## src/rtl/oled_fb_scanout_pkg.sv

```systemverilog
// Shared OLED definitions: SSD1306 addressing commands, scan-out state
// encoding and the default panel geometry.
package oled_fb_scanout_pkg;

  localparam logic [7:0] CMD_SET_COL_ADDR  = 8'h21;
  localparam logic [7:0] CMD_SET_PAGE_ADDR = 8'h22;

  localparam int DEF_COLS  = 128;
  localparam int DEF_PAGES = 8;

  // Number of bytes in the window-setup preamble sent before pixel data.
  localparam int NUM_CMD_BYTES = 6;

  typedef enum logic [2:0] {
    S_IDLE,
    S_CMD,
    S_FETCH,
    S_WAIT,
    S_SEND,
    S_FIN
  } scan_state_t;

  // Preamble byte i: full-window column range, then full-window page range.
  function automatic logic [7:0] cmd_byte(input logic [2:0] i,
                                          input int cols,
                                          input int pages);
    case (i)
      3'd0:    return CMD_SET_COL_ADDR;
      3'd1:    return 8'h00;
      3'd2:    return 8'(cols - 1);
      3'd3:    return CMD_SET_PAGE_ADDR;
      3'd4:    return 8'h00;
      default: return 8'(pages - 1);
    endcase
  endfunction

endpackage

```

## src/rtl/oled_fb_scanout.sv

```systemverilog
// Frame scan-out: sends the SSD1306 window preamble, then streams every
// framebuffer byte of the selected half, page-major, to the serial driver.
module oled_fb_scanout
  import oled_fb_scanout_pkg::*;
#(
  parameter int ADDR_WIDTH = 11,
  parameter int DATA_WIDTH = 8,
  parameter int COLS       = DEF_COLS,
  parameter int PAGES      = DEF_PAGES
) (
  input  logic                  clk,
  input  logic                  rst,
  input  logic                  start,
  input  logic                  buf_sel,
  output logic                  busy,
  output logic                  done,
  output logic [ADDR_WIDTH-1:0] fb_addr,
  input  logic [DATA_WIDTH-1:0] fb_rdata,
  output logic                  tx_valid,
  input  logic                  tx_ready,
  output logic [7:0]            tx_byte,
  output logic                  tx_dc
);

  localparam int IDX_W = ADDR_WIDTH - 1;
  localparam logic [IDX_W-1:0] IDX_LAST = IDX_W'(COLS * PAGES - 1);

  scan_state_t           state_q, state_d;
  logic [2:0]            cmd_cnt_q;
  logic [IDX_W-1:0]      idx_q;
  logic                  buf_q;
  logic [DATA_WIDTH-1:0] hold_q;
  logic                  accept;

  assign accept = tx_valid && tx_ready;

  // State register plus counters, address and holding register.
  // NOTE: clocked state uses <= so every register samples pre-edge values.
  always_ff @(posedge clk) begin
    if (rst) begin
      state_q   <= S_IDLE;
      cmd_cnt_q <= '0;
      idx_q     <= '0;
      buf_q     <= 1'b0;
      hold_q    <= '0;
      fb_addr   <= '0;
    end else begin
      state_q <= state_d;
      case (state_q)
        S_IDLE: if (start) begin
          buf_q     <= buf_sel;
          cmd_cnt_q <= '0;
          idx_q     <= '0;
        end
        S_CMD: if (accept) begin
          cmd_cnt_q <= cmd_cnt_q + 3'd1;
          if (cmd_cnt_q == 3'(NUM_CMD_BYTES - 1)) fb_addr <= {buf_q, idx_q};
        end
        S_WAIT: hold_q <= fb_rdata;
        S_SEND: if (accept && idx_q != IDX_LAST) begin
          // idx stops at IDX_LAST, so the address never crosses halves.
          idx_q   <= idx_q + 1'b1;
          fb_addr <= {buf_q, idx_q + 1'b1};
        end
        default: ;
      endcase
    end
  end

  // Next-state and Moore outputs; tx_valid never looks at tx_ready.
  // NOTE: every output gets a default first so no latch is inferred.
  always_comb begin
    state_d  = state_q;
    busy     = 1'b0;
    done     = 1'b0;
    tx_valid = 1'b0;
    tx_byte  = 8'h00;
    tx_dc    = 1'b0;
    case (state_q)
      S_IDLE: if (start) state_d = S_CMD;
      S_CMD: begin
        busy     = 1'b1;
        tx_valid = 1'b1;
        tx_byte  = cmd_byte(cmd_cnt_q, COLS, PAGES);
        if (tx_ready && cmd_cnt_q == 3'(NUM_CMD_BYTES - 1)) state_d = S_FETCH;
      end
      S_FETCH: begin
        busy    = 1'b1;
        state_d = S_WAIT;
      end
      S_WAIT: begin
        busy    = 1'b1;
        state_d = S_SEND;
      end
      S_SEND: begin
        busy     = 1'b1;
        tx_valid = 1'b1;
        tx_dc    = 1'b1;
        tx_byte  = 8'(hold_q);
        if (tx_ready) state_d = (idx_q == IDX_LAST) ? S_FIN : S_FETCH;
      end
      S_FIN: begin
        done    = 1'b1;
        state_d = S_IDLE;
      end
      default: state_d = S_IDLE;
    endcase
    // A reset cycle must not hand over a byte the frame is about to abandon.
    if (rst) tx_valid = 1'b0;
  end

endmodule

```

## config.mk

```make
export PLATFORM = sky130hd
export DESIGN_NAME = oled_fb_scanout
export DESIGN_NICKNAME = d
export VERILOG_FILES = /design/src/rtl/oled_fb_scanout_pkg.sv /design/src/rtl/oled_fb_scanout.sv
export SDC_FILE = /design/constraint.sdc
export NUM_CORES = 1
export LEC_CHECK = 0
export CORE_ASPECT_RATIO = 0.7
export CORE_UTILIZATION = 53
export DETAILED_ROUTE_END_ITERATION = 10
export HOLD_SLACK_MARGIN = 0.02
export PLACE_DENSITY = 0.81
export SETUP_SLACK_MARGIN = 0.4
export SLEW_MARGIN = 5
export SYNTH_ARGS = -nofsm -noshare
export SYNTH_HDL_FRONTEND = slang
export SYNTH_SLANG_ARGS = --single-unit
```

## constraint.sdc

```tcl
create_clock -name clk -period 2.9 [get_ports clk]
set_input_delay 0.87 -clock clk [delete_from_list [all_inputs] [get_ports clk]]
set_output_delay 0.87 -clock clk [all_outputs]
set_load 0.03 [all_outputs]
```

# Word level (Yosys, flattened, before mapping)
# Cells that the tools add are included.
[totals]
reg_bits = 36
output_inout_bits = 23
[classes]
addsub = 2
eq_ne = 18
mux = 22
n_reduce_logical = 16
[ops]
columns = ["cell", "count"]
rows = [
  ["11-bit 2-to-1 mux", 3],
  ["7-bit case mux with 4 select lines", 1],
  ["11-bit case mux with 2 select lines", 1],
  ["10-bit 2-to-1 mux", 2],
  ["10-bit case mux with 2 select lines", 1],
  ["3-bit 2-to-1 mux", 6],
  ["8-bit case mux with 2 select lines", 1],
  ["3-bit case mux with 5 select lines", 1],
  ["3-bit by 2-bit == test with 1-bit output, second input constant", 4],
  ["3-bit == test, second input constant", 4],
  ["2-bit != test, second input constant", 6],
  ["10-bit by 1-bit adder with 10-bit output, second input constant", 1],
  ["10-bit == test, second input constant", 1],
  ["10-bit != test, second input constant", 1],
  ["3-bit AND reduction", 3],
  ["3-bit by 1-bit == test with 1-bit output, second input constant", 2],
  ["3-bit logical NOT", 2],
  ["3-bit case mux with 2 select lines", 1],
  ["2-bit nonzero test", 3],
  ["1-bit 2-to-1 mux", 5],
  ["4-bit AND reduction", 1],
  ["2-bit OR reduction", 2],
  ["4-bit OR reduction", 1],
  ["3-bit by 1-bit adder with 3-bit output, second input constant", 1],
  ["2 further kinds", 4],
]

# Depth between registers and ports, before layout
[logic_depth]
ltp_word = 8
ltp_mapped = 7

# Worst setup path after synthesis
# No wires, ideal clock.
[synth_timing]
path_type = "input to output"
startpoint = "input port rst"
endpoint = "output port tx_valid"
arrival_ps = 2073
path_slack_ps = -43
stages = 3
n_path_buf = 2
cell_sequence = "buf_1 buf_1 nor3_1"
[synth_via]
elab_chain_cells = 1
[synth_lines]
columns = ["element", "line_no", "text"]
rows = [
  ["start: declaration", "oled_fb_scanout.sv:12", "input logic rst,"],
  ["1-bit 2-to-1 mux", "oled_fb_scanout.sv:109", "if (rst) tx_valid = 1'b0;"],
  ["end: declaration", "oled_fb_scanout.sv:19", "output logic tx_valid,"],
]
# No other way between the ends.

# Final worst setup path
[layout_timing]
startpoint = "register cmd_cnt_q[0]"
endpoint = "output port tx_byte[3]"
[layout_via]
elab_chain_cells = 4
word_cells_on_any_way = 8
classes_between = "4 x eq/ne; 2 x mux; 2 x reduce/logical"
[layout_lines]
columns = ["element", "line_no", "text"]
rows = [
  ["start: declaration", "oled_fb_scanout.sv:29", "logic [2:0] cmd_cnt_q;"],
  ["start signal: assignment", "oled_fb_scanout.sv:56", "cmd_cnt_q <= cmd_cnt_q + 3'd1;"],
  ["3-bit == test / 3-bit by 1-bit == test with 1-bit output (equally long branches)", "oled_fb_scanout_pkg.sv:27", "case (i)"],
  ["2-bit OR reduction (no line)", "n/a", ""],
  ["7-bit case mux with 4 select lines (*)", "oled_fb_scanout_pkg.sv:27", ""],
  ["8-bit case mux with 2 select lines (*)", "oled_fb_scanout.sv:79", "case (state_q)"],
  ["end: declaration", "oled_fb_scanout.sv:21", "output logic [7:0] tx_byte,"],
]
# Mark *: on every way between the ends. The rest lies on a longest branch, timed or not.

==> run_results.csv <==
group,metric,value,unit
power_and_ir_drop,power.leakage,0.00104,uW
synth,syn_nets,275,
global_routing,grt_use_total,26.4,%
setup_path,path_delay_family,"flip-flops",
clock_tree,clk_latency,0.29,ns
routing,drtPass1Iterations,4,
setup_path,crit_fanout,5,
routing,wl_per_cell,15.9,um
die,rows,19,
die,die_x,78.7,um
cells_and_area,nFillCells,270,
cells_and_area,final_area,2870,um2
clock_tree,cts_tree,"done",
flow_run,maxCapViolCount,0,
global_routing,grt_pass1_wl,9.18,mm
sta,relSlewSlack,58.2,%
cells_and_area,final_common_cell,"nand2_1",
synth,yosysWarnings,0,
cells_and_area,layout.nets,318,
power_and_ir_drop,combPwrFrac,17.5,%
worst_hold_path,hold_path.class,"register to register",
setup_path,critPathCaptureType,"output pin",
clock_tree,path_clk_slew,0.07,ns
synth,ys_types,56,
power_and_ir_drop,p_per_area,417,nW/um2
cells_and_area,multi_input_area,1400,um2
global_routing,antenna_found_initial,0,
global_routing,grtUsageMet1,41.1,%
synth,synth_compound_area_share,28.6,%
sta,hold_violations,0,
global_routing,grt_overflow,0,
power_and_ir_drop,p_int,893,uW
sta,finalSetupViolations,0,
global_routing,grt_pass1_vias,1854,
routing,antenna_left,0,
setup_path,slowest_delay,0.42,ns
routing,drtIter0Drc,141,
power_and_ir_drop,p_total,1200,uW
sta,setup_tns,0,ns
global_routing,grt_util_met2,36.8,%
sta,rsz0062_at_grt,"true",
clock_tree,cts_made_buffers,5,
cells_and_area,final_util,73.3,%
power_and_ir_drop,p_seq_share,42.7,%
setup_path,path_buf_inv,2,
sta,worst_slew_pin_slew,0.622,ns
synth,ys_ff_latch,36,
clock_tree,cts_hold_buffers,0,
placement,io_buffers,35,
cells_and_area,seq_area,739,um2
clock_tree,cts_max_level,2,
setup_path,worstSetupPathType,"register to output pin",
setup_path,ff2ff_setup_slack,0.81,ns
sta,drv_slew,0,
global_routing,grtUsageMet3,5.41,%
synth,synth-async-reset-ratio,0,%
cells_and_area,drive_gt1_share,26.1,%
die,die_area,4380,um2
clock_tree,cts-root-buf,"clkbuf_8",
placement,dp_hpwl,3.59,mm
synth,synth_fa_ha_area_share,4.01,%
sta,finalCriticalPeriod,2.63,ns
power_and_ir_drop,ir_worst_vdd,0.366,mV
synth,yosysSeqAreaShare,33.0,%
global_routing,busiest_layer,"met1",
synth,netlist_instances,255,
synth,syn_area,2180,um2
cells_and_area,syn_to_final_growth,31.7,%
synth,yosysTopAreaCellShare,33.0,%
setup_path,worst_setup_path_start_kind,"register",
die,start_util,55.6,%
setup_path,crit_path_top_delay_cell,"dfxtp_4",
cells_and_area,final_cell_mix,"nand2_1, dfxtp_1, a21oi_1, buf_4, clkdlybuf4s50_1",
die,num_io_pins,36,
setup_path,crit_path_cell_trace,"ha_4 -> ha_4 -> nor2_4 -> a2111oi_4 -> buf_4 -> a21o_1 -> buf_6",
routing,drc,0,
power_and_ir_drop,p_sw,307,uW
placement,place.gp.congestion,0.846,
synth,synthMuxAreaShare,0.917,%
routing,num_vias,2078,
die,coreArea,3920,um2
sta,clock_skew,0.00851,ns
power_and_ir_drop,clkPwrFrac,39.7,%
routing,drt-total-wl,5.60,mm
global_routing,grt_max_degree,20,
setup_path,arrival,1.76,ns
routing,viasPerCell,5.92,
sta,fmax,380,MHz
power_and_ir_drop,sw_frac_of_total,25.6,%
synth,yosys_most_used_dff,"dfxtp_1",
sta,fin_crit_sh,90.7,%
setup_path,path_common_cell,"ha_4",
outcome,status,"completed",
synth,synth-edff-count,0,
synth,synth_top_area_cell,"dfxtp_1",
clock_tree,cts.sinks,36,
synth,synth_xor_xnor_area_share,4.42,%
synth,syn_area_per_cell,8.56,um2
clock_tree,clock_path_buffers,2,
synth,synth_top_family_by_area,"compound AO/OA/AOI/OAI gates",
synth,synth_area_leaders,"dfxtp_1, a21oi_1, nand2_1",
synth,synth_simple_gate_area_share,21.4,%
setup_path,cp.required,2.03,ns
placement,dpl_cell_area,2550,um2
die,die_h,55.7,um
cells_and_area,antenna_cells,0,
synthesized netlist by cell type (7+ instances only):
cell type	number
nand3_1	9
nor2_1	8
xnor2_1	7
dfxtp_1	36
buf_2	7
a21oi_1	29
inv_1	9
nand2_1	33
ha_1	7
o21ai_0	7
o31ai_1	7
a211oi_2	9
final timing paths:
| check | startpoint | endpoint | cells after the start |
|---|---|---|---|
| worst max-delay path | cmd_cnt_q[0]$_SDFFE_PP0P_ | tx_byte[3] | 7 |
| worst min-delay path | hold_q[7]$_SDFFE_PP0N_ | hold_q[7]$_SDFFE_PP0N_ | 2 |
| worst max register to register | state_q[1]$_SDFFE_PP0P_ | idx_q[0]$_SDFFE_PP0P_ | 5 |
| worst min register to register | hold_q[7]$_SDFFE_PP0N_ | hold_q[7]$_SDFFE_PP0N_ | 2 |
worst min-delay path, delay by kind of cell, from the launching register on:
kind / cells / cell delay, ns
and+or+nand+nor: 1 / 0.05
DFF: 1 / 0.31
AOI/OAI and AO/OA: 1 / 0.05
sequential cells by signal, summed over array words and instances (netlist names):
name / cells
state_q: 3
cmd_cnt_q: 3
idx_q: 10
hold_q: 8
buf_q: 1
fb_addr: 11
routing by layer:
layer | share of wire (%) | vias up
li1 | - | 1015
met1 | 48 | 961
met2 | 44 | 93
met3 | 7.2 | 9
met4 | 0.89 | 0
met5 | 0 | -
area by class of cell:
class / instances / area share, %
Clock inverter: 1 / 1.04
Multi-Input combinational cell: 188 / 48.6
Inverter: 11 / 1.96
Clock buffer: 7 / 3.35
Tap cell: 52 / 2.26
Timing Repair Buffer: 56 / 17.1
Sequential cell: 36 / 25.7
power by group through the flow:
stage	clock network [uW]	registers (uW)	logic, uW
2_1_floorplan	0	521	120
3_3_place_gp	0	525	187
3_5_place_dp	0	525	190
4_1_cts	485	513	195
5_1_grt	508	513	226
6_report	477	513	210
kinds of logic (layout without fill, tap and decap cells):
logic type | Yosys count | after routing
simple gates | 86 | 86
compound gates | 82 | 82
fa+ha+maj | 7 | 7
xor+xnor | 11 | 11
flops | 36 | 36
mux | 2 | 2
buf+inv | 31 | 75
what timing repair did:
item	in CTS	in global routing
pin swaps	6	4
setup endpoints to repair	12	9
gates resized for setup	32	5
buffers inserted	2	8
stage by stage:
| step | hold slack [ns] | instances | setup WS [ns] |
|---|---|---|---|
| finish | 0.451 | 351 | 0.270 |
| CTS | 0.452 | 343 | 0.290 |
| floorplan | 0.432 | 255 | 0.393 |
| global placement | 0.438 | 333 | 0.163 |
| detailed placement | 0.443 | 333 | 0.195 |
| global route | 0.476 | 351 | 0.209 |
No activity file was read; power rests on OpenSTA's default activity.
